<file path="src/rtl/seq_divider_pkg.sv">
// -----------------------------------------------------------------------------
// seq_divider_pkg
// Shared definitions for the sequential restoring divider:
//   - DEFAULT_DATA_WIDTH : default operand / result width
//   - state_t            : controller state encoding
//   - len_width()        : width needed to hold a bit length 0..w
// -----------------------------------------------------------------------------
package seq_divider_pkg;

    localparam int DEFAULT_DATA_WIDTH = 16;

    typedef enum logic [1:0] {
        IDLE = 2'd0,
        LOAD = 2'd1,
        ITER = 2'd2,
        DONE = 2'd3
    } state_t;

    // A bit length ranges over 0..w inclusive, so one extra bit over clog2(w).
    function automatic int len_width(input int w);
        return $clog2(w) + 1;
    endfunction

endpackage

</file>
<file path="src/rtl/seq_divider_if.sv">
// -----------------------------------------------------------------------------
// seq_divider_if
// Request / result bundle of the divider.
//   start, dividend, divisor              : requester -> divider
//   busy, done, quotient, remainder,
//   div_by_zero                           : divider -> requester
// Modports: master (requester side), slave (divider side).
// -----------------------------------------------------------------------------
interface seq_divider_if #(
    parameter int DATA_WIDTH = seq_divider_pkg::DEFAULT_DATA_WIDTH
);

    logic                  start;
    logic [DATA_WIDTH-1:0] dividend;
    logic [DATA_WIDTH-1:0] divisor;
    logic                  busy;
    logic                  done;
    logic [DATA_WIDTH-1:0] quotient;
    logic [DATA_WIDTH-1:0] remainder;
    logic                  div_by_zero;

    modport master (
        output start, dividend, divisor,
        input  busy, done, quotient, remainder, div_by_zero
    );

    modport slave (
        input  start, dividend, divisor,
        output busy, done, quotient, remainder, div_by_zero
    );

endinterface

</file>
<file path="src/rtl/seq_divider_msb_length.sv">
// -----------------------------------------------------------------------------
// msb_length
// Combinational bit length of an unsigned value: index of the highest set bit
// plus one, or 0 when the value is zero.
//   in     : DATA_WIDTH-bit value
//   length : len_width(DATA_WIDTH)-bit result
// -----------------------------------------------------------------------------
module msb_length
    import seq_divider_pkg::*;
#(
    parameter int DATA_WIDTH = DEFAULT_DATA_WIDTH
) (
    input  logic [DATA_WIDTH-1:0]            in,
    output logic [len_width(DATA_WIDTH)-1:0] length
);

    localparam int LW = len_width(DATA_WIDTH);

    // Scanning upward lets the highest set bit win.
    always_comb begin
        length = '0;
        for (int i = 0; i < DATA_WIDTH; i++) begin
            if (in[i]) begin
                length = LW'(i + 1);
            end
        end
    end

endmodule

</file>
<file path="src/rtl/seq_divider.sv">
// -----------------------------------------------------------------------------
// seq_divider
// Unsigned sequential restoring divider, one quotient bit per clock.
// Only the significant bits of the dividend are iterated, so an operation
// takes (bit length of dividend) + 2 cycles; zero operands finish in 2.
//   clk   : clock, rising edge
//   rst_n : asynchronous active-low reset
//   bus   : seq_divider_if.slave
//           start/dividend/divisor in; busy/done/quotient/remainder/
//           div_by_zero out (all outputs registered)
// -----------------------------------------------------------------------------
module seq_divider
    import seq_divider_pkg::*;
#(
    parameter int DATA_WIDTH = DEFAULT_DATA_WIDTH
) (
    input  logic        clk,
    input  logic        rst_n,
    seq_divider_if.slave bus
);

    localparam int LW = len_width(DATA_WIDTH);

    state_t                state_q;
    logic [DATA_WIDTH-1:0] dividend_q;
    logic [DATA_WIDTH-1:0] divisor_q;
    logic [DATA_WIDTH-1:0] shift_q;      // dividend, MSB-aligned, consumed from the top
    logic [DATA_WIDTH-1:0] rem_q;
    logic [DATA_WIDTH-1:0] quo_q;
    logic [LW-1:0]         cnt_q;
    logic                  busy_q;
    logic                  done_q;
    logic [DATA_WIDTH-1:0] quotient_q;
    logic [DATA_WIDTH-1:0] remainder_q;
    logic                  dbz_q;

    logic [LW-1:0]         dividend_len;

    msb_length #(
        .DATA_WIDTH (DATA_WIDTH)
    ) u_msb_length (
        .in     (dividend_q),
        .length (dividend_len)
    );

    // One restoring step. The partial remainder is below 2*divisor, so the
    // (DATA_WIDTH+1)-bit difference never overflows and its MSB is the sign.
    logic [DATA_WIDTH:0]   partial_d;
    logic [DATA_WIDTH:0]   diff_d;
    logic                  q_bit_d;
    logic [DATA_WIDTH-1:0] rem_d;
    logic [DATA_WIDTH-1:0] quo_d;

    always_comb begin
        partial_d = {rem_q, shift_q[DATA_WIDTH-1]};
        diff_d    = partial_d - {1'b0, divisor_q};
        q_bit_d   = ~diff_d[DATA_WIDTH];
        rem_d     = q_bit_d ? diff_d[DATA_WIDTH-1:0] : partial_d[DATA_WIDTH-1:0];
        quo_d     = (quo_q << 1) | {{(DATA_WIDTH-1){1'b0}}, q_bit_d};
    end

    always_ff @(posedge clk or negedge rst_n) begin
        if (!rst_n) begin
            state_q     <= IDLE;
            dividend_q  <= '0;
            divisor_q   <= '0;
            shift_q     <= '0;
            rem_q       <= '0;
            quo_q       <= '0;
            cnt_q       <= '0;
            busy_q      <= 1'b0;
            done_q      <= 1'b0;
            quotient_q  <= '0;
            remainder_q <= '0;
            dbz_q       <= 1'b0;
        end else begin
            case (state_q)
                IDLE: begin
                    if (bus.start) begin
                        dividend_q <= bus.dividend;
                        divisor_q  <= bus.divisor;
                        busy_q     <= 1'b1;
                        state_q    <= LOAD;
                    end
                end

                LOAD: begin
                    cnt_q   <= dividend_len;
                    // Left-align so the first consumed bit is the highest set bit.
                    shift_q <= dividend_q << (LW'(DATA_WIDTH) - dividend_len);
                    rem_q   <= '0;
                    quo_q   <= '0;
                    if (divisor_q == '0) begin
                        quotient_q  <= '1;
                        remainder_q <= dividend_q;
                        dbz_q       <= 1'b1;
                        done_q      <= 1'b1;
                        state_q     <= DONE;
                    end else if (dividend_q == '0) begin
                        quotient_q  <= '0;
                        remainder_q <= '0;
                        dbz_q       <= 1'b0;
                        done_q      <= 1'b1;
                        state_q     <= DONE;
                    end else begin
                        state_q <= ITER;
                    end
                end

                ITER: begin
                    rem_q   <= rem_d;
                    quo_q   <= quo_d;
                    shift_q <= shift_q << 1;
                    cnt_q   <= cnt_q - LW'(1);
                    if (cnt_q == LW'(1)) begin
                        quotient_q  <= quo_d;
                        remainder_q <= rem_d;
                        dbz_q       <= 1'b0;
                        done_q      <= 1'b1;
                        state_q     <= DONE;
                    end
                end

                DONE: begin
                    done_q  <= 1'b0;
                    busy_q  <= 1'b0;
                    state_q <= IDLE;
                end

                default: begin
                    state_q <= IDLE;
                end
            endcase
        end
    end

    assign bus.busy        = busy_q;
    assign bus.done        = done_q;
    assign bus.quotient    = quotient_q;
    assign bus.remainder   = remainder_q;
    assign bus.div_by_zero = dbz_q;

endmodule

</file>
<file path="src/flat_wrapper.sv">
// flat-port wrapper written by rule: the top's interface ports become plain ports
module seq_divider_flat import seq_divider_pkg::*;
#(
    parameter int DATA_WIDTH = DEFAULT_DATA_WIDTH
)
  (clk, rst_n, bus_start, bus_dividend, bus_divisor, bus_busy, bus_done, bus_quotient, bus_remainder, bus_div_by_zero);
  seq_divider_if #(.DATA_WIDTH(DATA_WIDTH)) bus_i ();
  input  logic clk;
  input  logic rst_n;
  input wire logic [$bits(bus_i.start)-1:0] bus_start;
  input wire logic [$bits(bus_i.dividend)-1:0] bus_dividend;
  input wire logic [$bits(bus_i.divisor)-1:0] bus_divisor;
  output wire logic [$bits(bus_i.busy)-1:0] bus_busy;
  output wire logic [$bits(bus_i.done)-1:0] bus_done;
  output wire logic [$bits(bus_i.quotient)-1:0] bus_quotient;
  output wire logic [$bits(bus_i.remainder)-1:0] bus_remainder;
  output wire logic [$bits(bus_i.div_by_zero)-1:0] bus_div_by_zero;
  assign bus_i.start = bus_start;
  assign bus_i.dividend = bus_dividend;
  assign bus_i.divisor = bus_divisor;
  assign bus_busy = bus_i.busy;
  assign bus_done = bus_i.done;
  assign bus_quotient = bus_i.quotient;
  assign bus_remainder = bus_i.remainder;
  assign bus_div_by_zero = bus_i.div_by_zero;
  seq_divider #(.DATA_WIDTH(DATA_WIDTH)) u_core (.clk(clk), .rst_n(rst_n), .bus(bus_i));
endmodule
</file>
<file path="config.mk">
export PLATFORM = sky130hd
export DESIGN_NAME = seq_divider_flat
export DESIGN_NICKNAME = d
export VERILOG_FILES = /design/src/rtl/seq_divider_pkg.sv /design/src/rtl/seq_divider_if.sv /design/src/rtl/seq_divider_msb_length.sv /design/src/rtl/seq_divider.sv /design/src/flat_wrapper.sv
export SDC_FILE = /design/constraint.sdc
export NUM_CORES = 1
export LEC_CHECK = 0
export CAP_MARGIN = 20
export CORE_MARGIN = 4
export CORE_UTILIZATION = 41
export DETAILED_ROUTE_END_ITERATION = 8
export DONT_BUFFER_PORTS = 1
export HOLD_SLACK_MARGIN = 0.15
export PLACE_DENSITY = 0.52
export SYNTH_ARGS = -nofsm -noshare
export SYNTH_HDL_FRONTEND = slang
export SYNTH_SLANG_ARGS = --single-unit
</file>
<file path="constraint.sdc">
create_clock -name clk -period 5 [get_ports clk]
set_clock_uncertainty 0.05 [all_clocks]
set_input_delay 1 -clock clk [delete_from_list [all_inputs] [get_ports clk]]
set_output_delay 1 -clock clk [all_outputs]
set_load 0.02 [all_outputs]
</file>
==> out/qor.txt, run 1 <==
Status: complete, no violations
Core ar.: 17,300 um2
Final max-slew violation count: 0
Post-synth ARST share: 1.00
First-pass GRT wire length: 33,100 um
Design Area, Final: 8030 um2
Post-DRT Antenna Nets: 0
Sequential share of the synthesized area: 0.419
Setup repair after global routing missed its margin: false
CP max FO: 25
Avg Cell Area, Syn: 9.06 um2
Multi-input logic area: 3780 um2
1st-iter DRT viols: 392
Hold/Removal Path Class: input port to async pin
Seq cells post-synth: 121
Inserted Diodes: 0
Synth Flop Type: dfrtp_1
Final Setup Violations: 0
Area growth from synthesis to layout: 10.9%
Synth area leaders: dfrtp_1 42%, mux2_2 6.7%, a21oi_1 4.8%
Setup_tns: 0 ps
Number of detailed-route iterations in the first pass: 5
Final min period: 4210 ps
Die width: 141 um
Rel. slew slack: 0.325
Most frequent cells in the layout: 121 x dfrtp_1, 80 x nand2_1, 70 x a21oi_1, 69 x o21ai_0, 56 x inv_1
Syn. warnings: 0
Area post-placement: 7380 um2
Ports: 70
CP endpoint kind: register
Final Hold Vio Count: 0
Nets: 834
CTS Buf Count: 17
CP startpoint kind: register
Most common cell after layout, fill and taps aside: dfrtp_1
Via count: 5,922
CTS sink cnt: 121
Layout cells sized above 1: 0.136
Max Root-Sink Buffers: 2
Routability Congestion: 0.875
Placed insts: 981
Hpwl dp: 14,200 um
Number of global-route vias before repair: 5,966
Die area: 19,800 um2
Setup CP Type: register to register
CTS H-Tree Depth: 4
Fin crit share: 0.842
Post-CTS sizing: 0
Average wire per standard cell: 20.1 um
CP required: 5250 ps
Postcts setup bufs: 0
Post-place setup slack: 870 ps
Syn_nets: 857
Cell row count: 48
Post-synth top area share: 0.419
Final setup margin: 790 ps
Arr. time, crit path: 4460 ps
Clock Latency Late Sink: 420 ps
Reg area: 3030 um2
Routed Wire Length: 20,300 um
GRT Total Usage: 0.210
Finished Layout Cells: 1,012
CTS clk-pin slew, worst paths: 60 ps
Post-synthesis cell type count: 77
Cell taking the most area after synthesis: dfrtp_1
Detailed-route DRC error count: 0
Post-CTS Hold Fix Bufs: 0
I/O Buffers: 0
Root Driver: clkbuf_16
Largest net degree at the start of global routing: 122
Fillcell total: 1,695
Average vias per placed instance: 5.85
Initial antenna violation count: 0
Max frequency: 238 MHz
Initial Utilization: 0.418
Number of flops mapped to enable cells by yosys: 0
Worst-Margin Slew: 1010 ps
Die height: 141 um
Grt total ovfl: 0
Mapped Area: 7230 um2
Max_cap viols: 0
CTS tree: yes
Post-Synthesis Cells: 798
==> metrics by stage <==
step	util	hold WS, ps
after floorplan	-	399
after global placement	0.427	429
after detailed placement	0.427	429
after CTS	0.464	206
after global routing	0.464	197
final	0.464	222
==> layer usage <==
metal,share of wire,track usage,vias up
met5,0,0,-
met4,0.017,0.0597,0
met3,0.061,0.0590,26
met2,0.45,0.324,181
met1,0.47,0.291,2866
li1,-,-,2849
==> final timing paths <==
| check | start | to | slack [ps] | cells past startpoint |
|---|---|---|---|---|
| worst max-delay path | u_core.dividend_q[12] | u_core.shift_q[14] | 790 | 13 |
| worst min-delay path | rst_n | u_core.bus.quotient[4] | 220 | 0 |
| worst max register to register | u_core.dividend_q[12] | u_core.shift_q[14] | 790 | 13 |
| worst min register to register | u_core.shift_q[0] | u_core.shift_q[0] | 440 | 2 |
| max in group asynchronous | rst_n | u_core.dividend_q[6] | 4510 | 0 |
| min in group clk | u_core.shift_q[0] | u_core.shift_q[0] | 440 | 2 |
==> cells by family (layout without fill, tap and decap cells) <==
logic type	after synthesis	in the layout	synth area share
muxes	59	59	0.0960
and+or+nand+nor	216	216	0.138
AOI/OAI and AO/OA	253	253	0.227
xor gates and xnor gates	14	14	0.0170
DFF	121	121	0.419
adders and majority gates	24	24	0.0426
buffers and inverters	111	100	0.0600
==> registers in the layout (all words and copies together) (netlist names), 2 cells and up <==
signal	cells
u_core.bus.quotient	16
u_core.bus.remainder	16
u_core.cnt_q	5
u_core.dividend_q	16
u_core.divisor_q	16
u_core.quo_q	15
u_core.rem_q	16
u_core.shift_q	16
u_core.state_q	2
==> cell type report <==
cell class / instances / share of cell area
multi-input combinational: 566 / 0.471
sequential: 121 / 0.377
clock buffer: 19 / 0.0564
tap: 225 / 0.0351
inverter: 60 / 0.0284
clock inverter: 12 / 0.0235
timing repair buffer: 9 / 0.00842
==> synthesized netlist by cell type, types with 5 or more instances <==
library cell / count
nor2_1: 46
a21o_1: 9
xnor2_1: 8
and2_1: 6
a21oi_1: 70
a221oi_1: 6
o31ai_1: 7
a211oi_1: 5
dfrtp_1: 121
mux2i_1: 12
nor2b_1: 5
nor3_1: 13
o21bai_1: 5
nand2_1: 80
o21a_1: 7
a2bb2oi_1: 7
o211ai_1: 5
ha_1: 23
clkbuf_1: 42
o21ai_0: 69
nand3_1: 33
nor4_1: 7
a31oi_1: 10
mux2_2: 43
a22oi_1: 5
xor2_1: 6
inv_1: 56
==> worst max-delay path, cell delays in order (launching register included) <==
cell and delay [ps]:
dfrtp_1 610, nor3b_1 100, or3_1 460, a21o_1 270, nor2_4 220, inv_4 90, ha_1 790, inv_1 370
nand2_1 150, a211o_1 170, a21oi_1 80, a31oi_1 320, o221ai_1 150, mux2_2 270
Power of run 1 is left out: the tool's default activity adds up to more than one toggle a clock period on the data nets, which glitch-free logic cannot reach.
==> run 2, diff against run 1 <==
--- a/config.mk
+++ b/config.mk
@@ -5,6 +5,7 @@
 export SDC_FILE = /design/constraint.sdc
 export NUM_CORES = 1
 export LEC_CHECK = 0
+export ABC_AREA = 1
 export CAP_MARGIN = 20
 export CORE_MARGIN = 4
 export CORE_UTILIZATION = 41
==> constraint.sdc (replaced) <==
create_clock -name clk -period 3.9 [get_ports clk]
set_clock_uncertainty 0.05 [all_clocks]
set_input_delay 0.78 -clock clk [delete_from_list [all_inputs] [get_ports clk]]
set_output_delay 0.78 -clock clk [all_outputs]
set_load 0.02 [all_outputs]
==> run 2 against run 1 <==
  * Cell area fell by 4.6%
  * Cell count rose by 8.8%
  * Register-to-register slack got worse by 70 ps
  * Via count rose by 0.74%
  * Setup slack got worse by 67 ps
  * Maximum frequency rose by 33%
  * Worst hold slack improved by 23 ps
  * Clock-buffer cell count fell by 1
  * Routed wire length fell by 5.8%
  * Die area fell by 4.5%
  * Synthesized cell count rose by 11%
  * Area after synthesis fell by 4.7%
  * Critical path type unchanged
  * Largest cell class unchanged
==> out/qor.txt, run 2 <==
Max_cap viols: 0
Seq cells post-synth: 121
Final Hold Slack: 244 ps
Power density over the cells: 1050 nW/um2
Critical Path Start: u_core.dividend_q[1]
1st-iter DRT viols: 442
Average wire per standard cell: 17.4 um
CP endpoint kind: register
Routed Wire Length: 19,200 um
Inserted Diodes: 0
Final Hold Vio Count: 0
Ports: 70
Via count: 5,966
Clock Latency Late Sink: 420 ps
Die height: 138 um
Area share of fa/ha/maj cells after synthesis: 0.0447
First-pass GRT wire length: 31,600 um
Area growth from synthesis to layout: 11.1%
Synth area leaders: dfrtp_1 44%, nand2_1 13%, nand3_1 6.8%
Post-synthesis cell type count: 44
CTS clk-pin slew, worst paths: 60 ps
Die width: 138 um
CP startpoint kind: register
CTS tree: yes
Maximum vdd drop: 0.524 mV
CTS H-Tree Depth: 4
GRT Total Usage: 0.216
CP dominant cell by count: nand2_1
Top-count cell post-synth: nand2_1
GRT met3 Usage: 0.0438
Status: complete, no violations
CP required: 4160 ps
Nets: 927
Switching power: 4.05 mW
P_int: 3.95 mW
Mapped Area: 6890 um2
Slowest cell on the critical path: dfrtp_1
Routability Congestion: 0.937
Cell taking the most area after synthesis: dfrtp_1
Post-Synthesis Cells: 888
Initial Utilization: 0.417
Fin crit share: 0.814
Top Family by Delay on Critical Path: simple AND/OR/NAND/NOR gates
Post-synth ARST share: 1.00
Cell row count: 47
Grt met2 use: 0.361
Setup CP Type: register to register
Max frequency: 315 MHz
Number of global-route vias before repair: 5,949
Worst flop-to-flop path startpoint: u_core.dividend_q[1]
I/O Buffers: 0
Die area: 18,900 um2
Number of flops mapped to enable cells by yosys: 0
GRT Max-Usage Layer: met2
Clk pwr share: 0.207
Avg Cell Area, Syn: 7.76 um2
Worst-Margin Slew: 992 ps
Setup repair after global routing missed its margin: false
CP max FO: 19
Synth Area in XOR/XNOR: 0.0153
Initial antenna violation count: 0
Post-DRT Antenna Nets: 0
Most common cell after layout, fill and taps aside: nand2_1
WP buf/inv: 5
Largest family of logic cells by synthesized area: simple AND/OR/NAND/NOR gates
Fillcell total: 1,666
Leakage power: 3.59 nW
GRT met1 Usage: 0.280
Most frequent cells in the layout: 242 x nand2_1, 121 x dfrtp_1, 94 x nand3_1, 89 x o21ai_0, 68 x inv_1
Final min period: 3180 ps
Final Setup Violations: 0
Synth Area in Simple Gates: 0.255
Post-synth top area share: 0.439
Detailed-route DRC error count: 0
Largest net degree at the start of global routing: 122
Sequential share of power: 0.238
Final max-slew violation count: 0
Setup_tns: 0 ps
Average vias per placed instance: 5.42
Syn_nets: 947
Compound-cell area share of the yosys netlist: 0.172
Switching portion of total power: 0.506
Root Driver: clkbuf_16
Grt total ovfl: 0
Hpwl dp: 13,800 um
CP max stage delay: 390 ps
CTS sink cnt: 121
Mux cell area share after synthesis: 0
CTS Buf Count: 17
Number of detailed-route iterations in the first pass: 5
Synth Flop Type: dfrtp_1
Hold/Removal Path Class: input port to async pin
Rel. slew slack: 0.338
Syn. warnings: 0
Comb pwr share: 0.555
Arr. time, crit path: 3430 ps
Layout cells sized above 1: 0.0817
Max Root-Sink Buffers: 2
Post-synth top cells: 242 x nand2_1, 121 x dfrtp_1, 94 x nand3_1, 89 x o21ai_0, 70 x inv_1
Core ar.: 16,500 um2
Sequential share of the synthesized area: 0.439
==> run 2: final timing paths <==
check / to / slack [ps] / cells after the start
min in group clk: u_core.divisor_q[1] / 430 / 2
min reg2reg: u_core.quo_q[3] / 440 / 2
max: u_core.shift_q[15] / 720 / 25
max reg2reg: u_core.shift_q[15] / 720 / 25
min: u_core.dividend_q[0] / 240 / 1
max in group asynchronous: u_core.state_q[0] / 3050 / 1
==> run 2: layout make-up <==
cell class | instances | area, um2 | area share
multi-input combinational | 642 | 3360 | 0.438
sequential | 121 | 3030 | 0.396
timing repair buffer | 7 | 85.1 | 0.0111
clock inverter | 14 | 185 | 0.0242
tap | 220 | 275 | 0.0360
clock buffer | 18 | 429 | 0.0561
inverter | 79 | 297 | 0.0387
==> run 2: what timing repair did <==
| item | CTS | global route |
|---|---|---|
| resized for setup | 0 | 0 |
| buffers inserted | 0 | 0 |
| hold buffers | 1 | 0 |
| endpoints found under the hold margin | 121 | 0 |
==> run 2: routing by layer <==
| layer | vias up | wire (um) |
|---|---|---|
| li1 | 2936 | - |
| met1 | 2879 | 8500 |
| met2 | 128 | 9680 |
| met3 | 23 | 615 |
| met4 | 0 | 357 |
| met5 | - | 0 |
==> run 2: cells by family (layout without fill, tap and decap cells) <==
family | after synthesis | count (layout)
adders and majority gates | 24 | 24
and+or+nand+nor | 405 | 405
AOI/OAI and AO/OA | 201 | 201
xor gates and xnor gates | 12 | 12
buffers and inverters | 125 | 118
DFF | 121 | 121
==> run 2: power groups by stage <==
stage          Combinational [mW]  Sequential [mW]  Clock, mW
6_report                     4.45             1.91       1.66
5_1_grt                      5.05             1.95       1.76
3_3_place_gp                 4.40             1.92          0
3_5_place_dp                 4.42             1.93          0
4_1_cts                      4.46             1.91       1.69
2_1_floorplan                3.48             1.83          0
==> run 2: per-stage QoR <==
stage,std cells,setup WS [ps],power (mW),area [um2],utilization
after global routing,1101,405,8.76,7650,0.463
after detailed placement,1067,771,6.35,6990,0.423
final,1101,723,8.01,7650,0.463
after CTS,1100,753,8.06,7630,0.462
after floorplan,888,1040,5.32,6890,-
after global placement,1067,791,6.32,6990,0.423
Power figures use the tool's default switching activity.
==> run 3, diff against run 2 <==
==> constraint.sdc (replaced) <==
create_clock -name clk -period 3.29 [get_ports clk]
set_clock_uncertainty 0.05 [all_clocks]
set_input_delay 0.658 -clock clk [delete_from_list [all_inputs] [get_ports clk]]
set_output_delay 0.658 -clock clk [all_outputs]
set_load 0.02 [all_outputs]
==> run 3 against run 2 <==
  * The run now ends with negative hold slack left
  * Sequential cell count is the same
  * Critical endpoint is now u_core.shift_q[9]
  * First-iteration DRC count decreased by 15%
  * Critical path depth decreased by 2
  * Combinational power up 18%
  * Register-to-register slack got worse by 350 ps
  * Clock power grew 19%
  * Routed wire length decreased by 3.8%
==> out/qor.txt, run 3 (synthesis gave the netlist of run 2 again) <==
1st-iter DRT viols: 374
Initial Utilization: 0.417
First-pass GRT wire length: 30,400 um
Layout cells sized above 1: 0.0911
Setup repair after global routing missed its margin: false
CTS Buf Count: 17
P_int: 4.78 mW
Setup_tns: 0 ps
Critical Path End: u_core.shift_q[9]
Largest net degree at the start of global routing: 122
Reg-to-reg setup timing slack: 370 ps
Max Root-Sink Buffers: 2
Rel. slew slack: 0.633
Critical Path Start: u_core.dividend_q[3]
Via count: 5,911
Detailed-route DRC error count: 0
Slowest cell on the critical path: dfrtp_1
Area growth from synthesis to layout: 11.6%
Final min period: 2920 ps
Number of global-route vias before repair: 6,013
CP dominant cell by count: nand2_1
Switching power: 4.70 mW
Hpwl dp: 13,300 um
Die width: 138 um
CTS sink cnt: 121
Postcts setup bufs: 0
Switching portion of total power: 0.496
Inserted Diodes: 0
Clock Latency Late Sink: 420 ps
Max_cap viols: 0
Die height: 138 um
Initial antenna violation count: 0
CP startpoint kind: register
Status: finished, violations left
Core ar.: 16,500 um2
Power density over the cells: 1230 nW/um2
Fin crit share: 0.888
Grt total ovfl: 0
CP max FO: 19
Clk pwr share: 0.209
Final Setup Violations: 0
Maximum vdd drop: 0.525 mV
Average wire per standard cell: 16.6 um
Post-DRT Antenna Nets: 0
Reg2reg path depth: 23
Routed Wire Length: 18,400 um
Hold/Removal Path Class: input port to async pin
Leakage power: 3.63 nW
Routability Congestion: 0.993
Worst flop-to-flop path startpoint: u_core.dividend_q[3]
Average vias per placed instance: 5.33
CP required: 3580 ps
Cell row count: 47
Failing checks: negative hold slack
Ports: 70
CTS H-Tree Depth: 4
Setup CP Type: register to register
I/O Buffers: 0
Most frequent cells in the layout: 242 x nand2_1, 121 x dfrtp_1, 94 x nand3_1, 89 x o21ai_0, 68 x inv_1
Fillcell total: 1,665
Most common cell after layout, fill and taps aside: nand2_1
Nets: 935
Number of detailed-route iterations in the first pass: 5
Sequential share of power: 0.238
Worst-Margin Slew: 550 ps
Die area: 18,900 um2
Final Hold Slack: -119 ps
CTS tree: yes
Final max-slew violation count: 0
Root Driver: clkbuf_16
Worst-path cell chain: inv_2 > nand2_1 > nand2_1 > nand2_1 > nand2_1 > nand2_1 > nand2_1 > nand2_1 > nand2_1 > nand2_1 > nand2_2 > nand2_4 > nand2_4 > inv_1 > ha_1 > or2_1 > nand2_2 > inv_2 > nor3_2 > nand2_1 > nand2_1 > nand2_1 > a21oi_1
CP endpoint kind: register
CP max stage delay: 470 ps
GRT Total Usage: 0.206
Comb pwr share: 0.553
CTS clk-pin slew, worst paths: 60 ps
RR Endpoint: u_core.shift_q[9]
Final Hold Vio Count: 121
Arr. time, crit path: 3210 ps
Max frequency: 342 MHz
[run 3: cell types whose count changed in the layout (fill, tap and decap cells not counted)]
cell      previous run  this run
clkbuf_1             1         0
inv_8                0         2
inv_6                6         3
clkbuf_8             0         1
buf_12               1         0
buf_4                5        15
buf_16               1         0
clkinv_2             0         1
[run 3: worst max-delay path: cells and delay by family, from the launching register on]
family | cells | cell delay (ps)
compound gates | 1 | 120
simple gates | 18 | 1670
fa+ha+maj | 1 | 180
flops | 1 | 470
buf+inv | 3 | 330
[run 3: power by group through the flow]
| stage | registers, mW | clock network [mW] | logic (mW) |
|---|---|---|---|
| after floorplan | 2.17 | 0 | 4.13 |
| after global placement | 2.27 | 0 | 5.18 |
| after detailed placement | 2.28 | 0 | 5.24 |
| after CTS | 2.26 | 2.02 | 5.26 |
| after global routing | 2.31 | 2.09 | 6.01 |
| final | 2.26 | 1.98 | 5.24 |
[run 3: repair_timing]
action                                  in CTS  in global routing
endpoints found under the setup margin       0                  0
hold endpoints to repair                   121                121
resized for setup                            0                  0
[run 3: area by class of cell]
type / count / area [um2] / area share
multi-input cells: 642 / 3360 / 0.436
repair buffers: 15 / 113 / 0.0146
clock inverters: 14 / 186 / 0.0242
flip-flops and latches: 121 / 3030 / 0.394
clock buffers: 18 / 439 / 0.0571
well taps: 220 / 275 / 0.0358
inverters: 79 / 297 / 0.0385
[run 3: metal layers]
metal | track usage | share of wire | vias to the layer above
met5 | 0 | 0 | -
met3 | 0.0409 | 0.043 | 28
met1 | 0.257 | 0.45 | 2803
met2 | 0.347 | 0.49 | 120
li1 | - | - | 2960
met4 | 0.0876 | 0.022 | 0
[run 3: worst min-delay path by stage]
| stage | cells after the start | slack, ps | start | to |
|---|---|---|---|---|
| 2_1_floorplan | 0 | 310 | rst_n | u_core.bus.busy |
| 3_3_place_gp | 0 | 320 | rst_n | u_core.dividend_q[5] |
| 3_5_place_dp | 0 | 320 | rst_n | u_core.dividend_q[3] |
| 4_1_cts | 0 | -140 | rst_n | u_core.dividend_q[3] |
| 5_1_grt | 0 | -140 | rst_n | u_core.dividend_q[5] |
| 6_report | 0 | -120 | rst_n | u_core.dividend_q[5] |
[run 3: per-stage QoR]
stage	cell area [um2]	cells	worst slack (ps)	power (mW)	utilization
after floorplan	6890	888	434	6.30	-
after global placement	7070	1077	458	7.45	0.428
after detailed placement	7070	1077	377	7.53	0.428
after CTS	7690	1109	355	9.54	0.466
after global routing	7690	1109	43.1	10.4	0.466
final	7690	1109	369	9.48	0.466
